File: config.mk
export PLATFORM = sky130hd
export DESIGN_NAME = bc_instr_sequencer
export DESIGN_NICKNAME = d
export VERILOG_FILES = /design/src/rtl/bc_instr_sequencer.sv
export SDC_FILE = /design/constraint.sdc
export NUM_CORES = 1
export LEC_CHECK = 0
export ABC_AREA = 1
export CAP_MARGIN = 10
export CORE_AREA = 2 2 59 61
export CTS_BUF_LIST = sky130_fd_sc_hd__clkbuf_16
export DETAILED_ROUTE_END_ITERATION = 7
export DIE_AREA = 0 0 61 63
export HOLD_SLACK_MARGIN = 0.15
export PLACE_DENSITY = 0.7
export SLEW_MARGIN = 10
export SYNTH_ARGS = -nofsm -noshare
export SYNTH_HDL_FRONTEND = slang
export SYNTH_SLANG_ARGS = --single-unit
File: constraint.sdc
create_clock -name clk -period 2.91 [get_ports clk]
set_clock_uncertainty 0.2 [all_clocks]
set_input_delay 0.4365 -clock clk [delete_from_list [all_inputs] [get_ports clk]]
set_output_delay 0.4365 -clock clk [all_outputs]
set_load 0.05 [all_outputs]
File: src/rtl/bc_instr_sequencer.sv
// bc_instr_sequencer: Basic Computer fetch/decode/indirect/interrupt control sequencer
module bc_instr_sequencer #(
  parameter int WORD     = 16,
  parameter int ADDR     = 12,
  parameter int SC_WIDTH = 4
) (
  input  logic                clk,
  input  logic                reset_n,
  input  logic                start,
  input  logic [WORD-1:0]     ir_in,
  input  logic                ien,
  input  logic                int_req,
  input  logic                exec_done,
  input  logic                halt,
  output logic                ar_load,
  output logic                ar_clr,
  output logic                pc_load,
  output logic                pc_incr,
  output logic                pc_clr,
  output logic                ir_load,
  output logic                tr_load,
  output logic                mem_read,
  output logic                mem_write,
  output logic [2:0]          bus_sel,
  output logic                ien_clr,
  output logic                exec_start,
  output logic                i_bit,
  output logic [7:0]          dec,
  output logic                r_flag,
  output logic                running,
  output logic [SC_WIDTH-1:0] sc
);
  localparam logic [3:0] S_IDLE = 4'd0;
  localparam logic [3:0] S_F0   = 4'd1;
  localparam logic [3:0] S_F1   = 4'd2;
  localparam logic [3:0] S_DEC  = 4'd3;
  localparam logic [3:0] S_IND  = 4'd4;
  localparam logic [3:0] S_EXEC = 4'd5;
  localparam logic [3:0] S_INT0 = 4'd6;
  localparam logic [3:0] S_INT1 = 4'd7;
  localparam logic [3:0] S_INT2 = 4'd8;

  logic [3:0]          r_state;
  logic [3:0]          w_next;
  logic                r_i_bit;
  logic [7:0]          r_dec;
  logic                r_r_flag;
  logic                r_exec_first;
  logic [SC_WIDTH-1:0] r_sc;
  logic [SC_WIDTH-1:0] w_sc_next;
  logic                w_r_set;
  logic                w_r_next;
  logic                w_ind;
  logic                w_unused;

  // Only the opcode/I bits of IR steer sequencing; the address field goes to AR over the bus.
  assign w_unused = (^ir_in[WORD-5:0]) ^ (ADDR == 0);

  // R is armed by a pending interrupt during IND/EXEC and dropped once INT2 has saved PC.
  assign w_r_set  = (r_state == S_IND || r_state == S_EXEC) && ien && int_req;
  assign w_r_next = (r_state == S_INT2) ? 1'b0 : (r_r_flag | w_r_set);

  // Next-state selection; the EXEC exit sees this cycle's R update so a late interrupt is not lost.
  always_comb begin
    w_next = S_IDLE;
    case (r_state)
      S_IDLE:  w_next = start ? S_F0 : S_IDLE;
      S_F0:    w_next = S_F1;
      S_F1:    w_next = S_DEC;
      S_DEC:   w_next = S_IND;
      S_IND:   w_next = S_EXEC;
      S_EXEC:  w_next = !exec_done ? S_EXEC : halt ? S_IDLE : w_r_next ? S_INT0 : S_F0;
      S_INT0:  w_next = S_INT1;
      S_INT1:  w_next = S_INT2;
      S_INT2:  w_next = S_F0;
      default: w_next = S_IDLE;
    endcase
  end

  // SC restarts at each instruction/interrupt boundary and saturates during long stalls.
  assign w_sc_next = (w_next == S_IDLE || w_next == S_F0 || w_next == S_INT0) ? '0 :
                     (&r_sc) ? r_sc : r_sc + 1'b1;

  // Sequencer state, decode latches, R flip-flop and sequence counter.
  always_ff @(posedge clk or negedge reset_n) begin
    if (!reset_n) begin
      r_state      <= S_IDLE;
      r_i_bit      <= 1'b0;
      r_dec        <= '0;
      r_r_flag     <= 1'b0;
      r_exec_first <= 1'b0;
      r_sc         <= '0;
    end else begin
      r_state      <= w_next;
      r_r_flag     <= w_r_next;
      r_exec_first <= (r_state == S_IND);
      r_sc         <= w_sc_next;
      if (r_state == S_DEC) begin
        r_i_bit <= ir_in[WORD-1];
        r_dec   <= 8'd1 << ir_in[WORD-2:WORD-4];
      end
    end
  end

  // Indirect fetch only for memory-reference opcodes with I set.
  assign w_ind = (r_state == S_IND) && r_i_bit && !r_dec[7];

  assign ar_load    = (r_state == S_F0) || (r_state == S_DEC) || w_ind;
  assign ar_clr     = (r_state == S_INT0);
  assign pc_load    = 1'b0;
  assign pc_incr    = (r_state == S_F1) || (r_state == S_INT2);
  assign pc_clr     = (r_state == S_INT1);
  assign ir_load    = (r_state == S_F1);
  assign tr_load    = (r_state == S_INT0);
  assign mem_read   = (r_state == S_F1) || w_ind;
  assign mem_write  = (r_state == S_INT1);
  assign ien_clr    = (r_state == S_INT2);
  assign exec_start = (r_state == S_EXEC) && r_exec_first;
  assign running    = (r_state != S_IDLE);
  assign bus_sel    = (r_state == S_F0 || r_state == S_INT0) ? 3'd2 :
                      (r_state == S_F1 || w_ind) ? 3'd7 :
                      (r_state == S_DEC) ? 3'd5 :
                      (r_state == S_INT1) ? 3'd6 : 3'd0;
  assign i_bit      = r_i_bit;
  assign dec        = r_dec;
  assign r_flag     = r_r_flag;
  assign sc         = r_sc;
endmodule

# ---- Word level (Yosys, flattened, before mapping)
# Index checks and enable logic that the tools add are counted.
dict set report word_totals {
  reg_bits 19
  in_bits 23
  output_inout_bits 29
  word_cells 50
}
dict set report classes {
  addsub 1
  eq_ne 11
  shift 1
  mux 12
  bitwise_logic 1
  reduce_logical 18
}
# op n
set ops {}
lappend ops {{$pmux 4 s9} 1}
lappend ops {{$mux 3} 7}
lappend ops {{$eq 4x3->1 const B} 5}
lappend ops {{$eq 4x1->1 const B} 2}
lappend ops {{$eq 4x2->1 const B} 2}
lappend ops {{$logic_not 4->1} 2}
lappend ops {{$logic_or 1x1->1} 8}
lappend ops {{$mux 4} 2}
lappend ops {{$shl 1x3->8 const A} 1}
lappend ops {{$logic_and 1x1->1} 5}
lappend ops {{$add 4x1->4 const B} 1}
lappend ops {{$eq 4x4->1 const B} 1}
lappend ops {{$reduce_and 4->1} 1}
lappend ops {{$reduce_bool 4->1} 1}
lappend ops {{$mux 1} 2}
lappend ops {{$ne 2x2->1 const B} 1}
lappend ops {{$logic_not 1->1} 1}
lappend ops {{$or 1x1->1} 1}

# ---- Logic depth before layout (Yosys ltp)
dict set report depth {
  ltp_word 14
  mapped_depth 10
  ltp_nobuf 10
}

# ---- Worst setup path after synthesis
# Ideal clock, no wire load.
dict set report synth_path {
  path_kind {flip-flop to output port}
  startpoint {register r_state[3]}
  endpoint {output bus_sel[2]}
  arrival_ps 2105
  t_required_ps 2274
  path_slack_ps 168
  stages_incl_launch_ff 8
  n_path_buf 0
  path_cell_list {dfrtp_1 -> nor2_4 -> inv_2 -> nor3_4 -> inv_1 -> nand2_1 -> inv_1 -> nand3_1}
}
dict set report synth_via {
  elab_cells_between_ends 14
  classes_between {6 x eq/ne; 4 x mux; 4 x reduce/logical}
}
# element line_no
set synth_lines {}
lappend synth_lines {{start: declaration} 43} ;# logic [3:0] r_state;
lappend synth_lines {{start signal: assignment} 94} ;# r_state <= w_next;
lappend synth_lines {{$eq 4x2->1} n/a}
lappend synth_lines {{named net ir_load} 20} ;# output logic ir_load,
lappend synth_lines {{$logic_or 1x1->1} 121} ;# (r_state == S_F1 || w_ind) ? 3'd7 :
lappend synth_lines {{named net mem_read} 22} ;# output logic mem_read,
lappend synth_lines {{$mux 3} 121}
lappend synth_lines {{$mux 3} 120} ;# assign bus_sel = (r_state == S_F0 || r_state == S_INT0) ? 3'd2 :
lappend synth_lines {{end: declaration} 24} ;# output logic [2:0] bus_sel,
# The timed path passes the listed nets, and every way through them passes these cells.

# ---- Worst setup path in the final report
dict set report layout_path {
  startpoint {register r_state[3]}
  endpoint {output mem_write}
}
dict set report layout_via {
  elab_chain_cells 1
}
# element line_no
set layout_lines {}
lappend layout_lines {{$eq 4x3->1} 116} ;# assign mem_write = (r_state == S_INT1);
lappend layout_lines {{end: declaration} 23} ;# output logic mem_write,
# Every way passes these cells.

==> results.cfg <==
[power_and_ir_drop]
ir_worst_vdd_uv = 564.3
netSwitchingFraction = 0.5372
clkPwrFrac = 0.138
sequentialPowerShare = 0.219
p_leak_nw = 0.7629
internal-power_mw = 0.9167
combPwrFrac = 0.644
p_per_area_nw_per_um2 = 1287
p_switching_mw = 1.064

[grt]
gr-usage-met3 = 0.02484
grt.overflow.total = 0
busiest_layer = met2
grtUsageMet2 = 0.2272
grt_pass1_wl_um = 4126
grt_max_degree = 20
gr-usage-all-layers = 0.1380
grt_pass1_vias = 957
grtUsageMet1 = 0.1805
antenna_found_initial = 0

[layout]
finalCoreUtilization = 0.4762
area_growth_syn_to_layout_pct = 45.22
multi_input_area_um2 = 447.9
seq_area_um2 = 475.5
fill_cells = 344
n_antenna_cell = 0
drive_above_1_share = 0.1598
layoutNonFillerInstCount = 215
nets = 194

[logic_synthesis]
ys_types = 23
ys_warn_count = 0
ys_async_sr_fraction = 1.000
syn_inst = 131
syn_nets = 155
synthTopCellsByArea = dfrtp_1 45%, nand2_1 9.2%, inv_1 8.1%
synth_top_area_cell = dfrtp_1
netlist_top_cells_count = 26 x nand2_1, 23 x inv_1, 19 x dfrtp_1
synth_most_common_cell = nand2_1
yosysTopAreaCellShare = 0.4486
netlist_area_um2 = 1060
synth_seq_cells = 19
synthFlopType = dfrtp_1
syn_avg_cell_area_um2 = 8.090
yosysSeqAreaShare = 0.4486
synth_edf_count = 0

[critical_path]
cp-start-kind = flip-flop
crit_path_end_kind = primary output
cp.required_ns = 2.27
critPathKind = flip-flop to primary output
critPathMaxFanout = 5
crit_arrival_ns = 2.06

[sta]
maxSlewViolCount = 0
final.period_utilization = 0.9253
fin_crit_ns = 2.693
setup_slack_ns = 0.2174
rsz0062_at_grt = no
setup_tns_ns = 0
relSlewSlack = 0.4359
tightest_slew_ns = 0.8436
hold_viol = 0
final-setup-viol-count = 0
fmax_mhz = 371.4

[clock_network]
cts_made_buffers = 3
insertion_delay_ns = 0.24
cts_tree = done
clock_sinks = 19
root_buffer = clkbuf_16
clockBufferDepth = 2
hold_buffers = 0
path_clk_slew_ns = 0.05
cts_max_level = 1

[route]
ant_nets = 0
drc = 0
drt_wl_total_um = 2510
wl_per_cell_um = 11.67
vias_per_cell = 4.549
drt_iter0_markers = 32
vias = 978
first_pass_iters = 4

[floorplanning]
core_region_area_um2 = 3232
start_util = 0.3279
dieWidth_um = 61
rows = 21
die_area_um2 = 3843
io_pins = 52
dieHeight_um = 63

[place]
place_congestion = 0.8825
pre_cts_ws_ns = 0.3792
detailed_place_hpwl_um = 2003
dp_cells = 211
numPortBuffers = 38

[run_status]
status = complete, no violations

[run]
max_cap_violations = 0

[hold_path]
hold_class = flip-flop to flip-flop
## routing by layer
metal | wire (µm) | share of wire | vias to the layer above
met5 | 0 | 0 | -
met4 | 19 | 0.0076 | 0
met3 | 156 | 0.062 | 6
met2 | 1198 | 0.48 | 37
met1 | 1136 | 0.45 | 443
li1 | - | - | 492
## what timing repair did
action,4_1_cts,5_1_grt
buffers inserted,0,0
setup endpoints to repair,0,1
gates resized for setup,0,1
## area by class of cell
class / instances / share of cell area
clock buffers: 3 / 0.04878
clock inverters: 1 / 0.002439
inverters: 29 / 0.07073
multi-input cells: 79 / 0.2911
flip-flops and latches: 19 / 0.3089
well taps: 46 / 0.03740
repair buffers: 38 / 0.2406
## path summary, 6_finish.rpt
| kind | cells after the start | endpoint | slack (ns) | start |
|---|---|---|---|---|
| hold reg to reg | 2 | dec[5]$_DFFE_PN0P_ | 0.28 | dec[5]$_DFFE_PN0P_ |
| min in group asynchronous | 1 | r_flag$_DFF_PN0_ | 0.48 | reset_n |
| max in group asynchronous | 1 | dec[6]$_DFFE_PN0P_ | 1.51 | reset_n |
| hold / removal | 2 | dec[5]$_DFFE_PN0P_ | 0.28 | dec[5]$_DFFE_PN0P_ |
| setup reg to reg | 7 | sc[1]$_DFFE_PN0P_ | 1.20 | r_state[3]$_DFF_PN0_ |
| setup / recovery | 4 | mem_write | 0.22 | r_state[3]$_DFF_PN0_ |
## registers in the layout, indices dropped and copies added (netlist names)
signal and count:
i_bit 1, r_exec_first 1, dec 8, r_state 4, sc 4, r_flag 1
## layout by cell type, fill, tap and decap left out, drive strengths merged
master,netlist,layout
clkdlybuf4s50,0,32
nand2,30,30
inv,29,30
dfrtp,19,19
nor2,11,11
nand3,9,9
o41ai,7,7
a21oi,6,6
o21ai,6,6
buf,4,5
nor3,4,4
nand4,3,3
clkbuf,0,3
xnor2,1,1
ha,1,1
conb,1,1
dlymetal6s2s,0,1
## metrics by stage
stage	cell area, µm²	hold WS (ns)	power (mW)
3_5_place_dp	1458	0.2644	1.718
6_report	1539	0.2767	1.981
2_1_floorplan	1060	-0.05909	1.349
3_3_place_gp	1458	0.2653	1.698
4_1_cts	1536	0.2861	2.000
5_1_grt	1539	0.3017	2.101
## power by group through the flow
stage                     clock network (mW)  logic, mW  registers (mW)
after floorplan                            0      0.717           0.632
after global placement                     0       1.27           0.433
after detailed placement                   0       1.28           0.438
after CTS                              0.278       1.29           0.436
after global routing                   0.289       1.36           0.448
final                                  0.272       1.28           0.433
## logic make-up after synthesis
| kind of cell | synth area share |
|---|---|
| xor gates and xnor gates | 0.008266 |
| AOI/OAI and AO/OA | 0.1145 |
| DFF | 0.4486 |
| other | 0.003539 |
| and+or+nand+nor | 0.2845 |
| buffers and inverters | 0.1287 |
| adders and majority gates | 0.01180 |
## critical path: stages (launching register included)
cell and delay, ns:
dfrtp_1 0.44, nor2_4 0.19, inv_2 0.06, nor3_2 0.25, clkdlybuf4s50_1 0.87
Power figures use the tool's default switching activity.
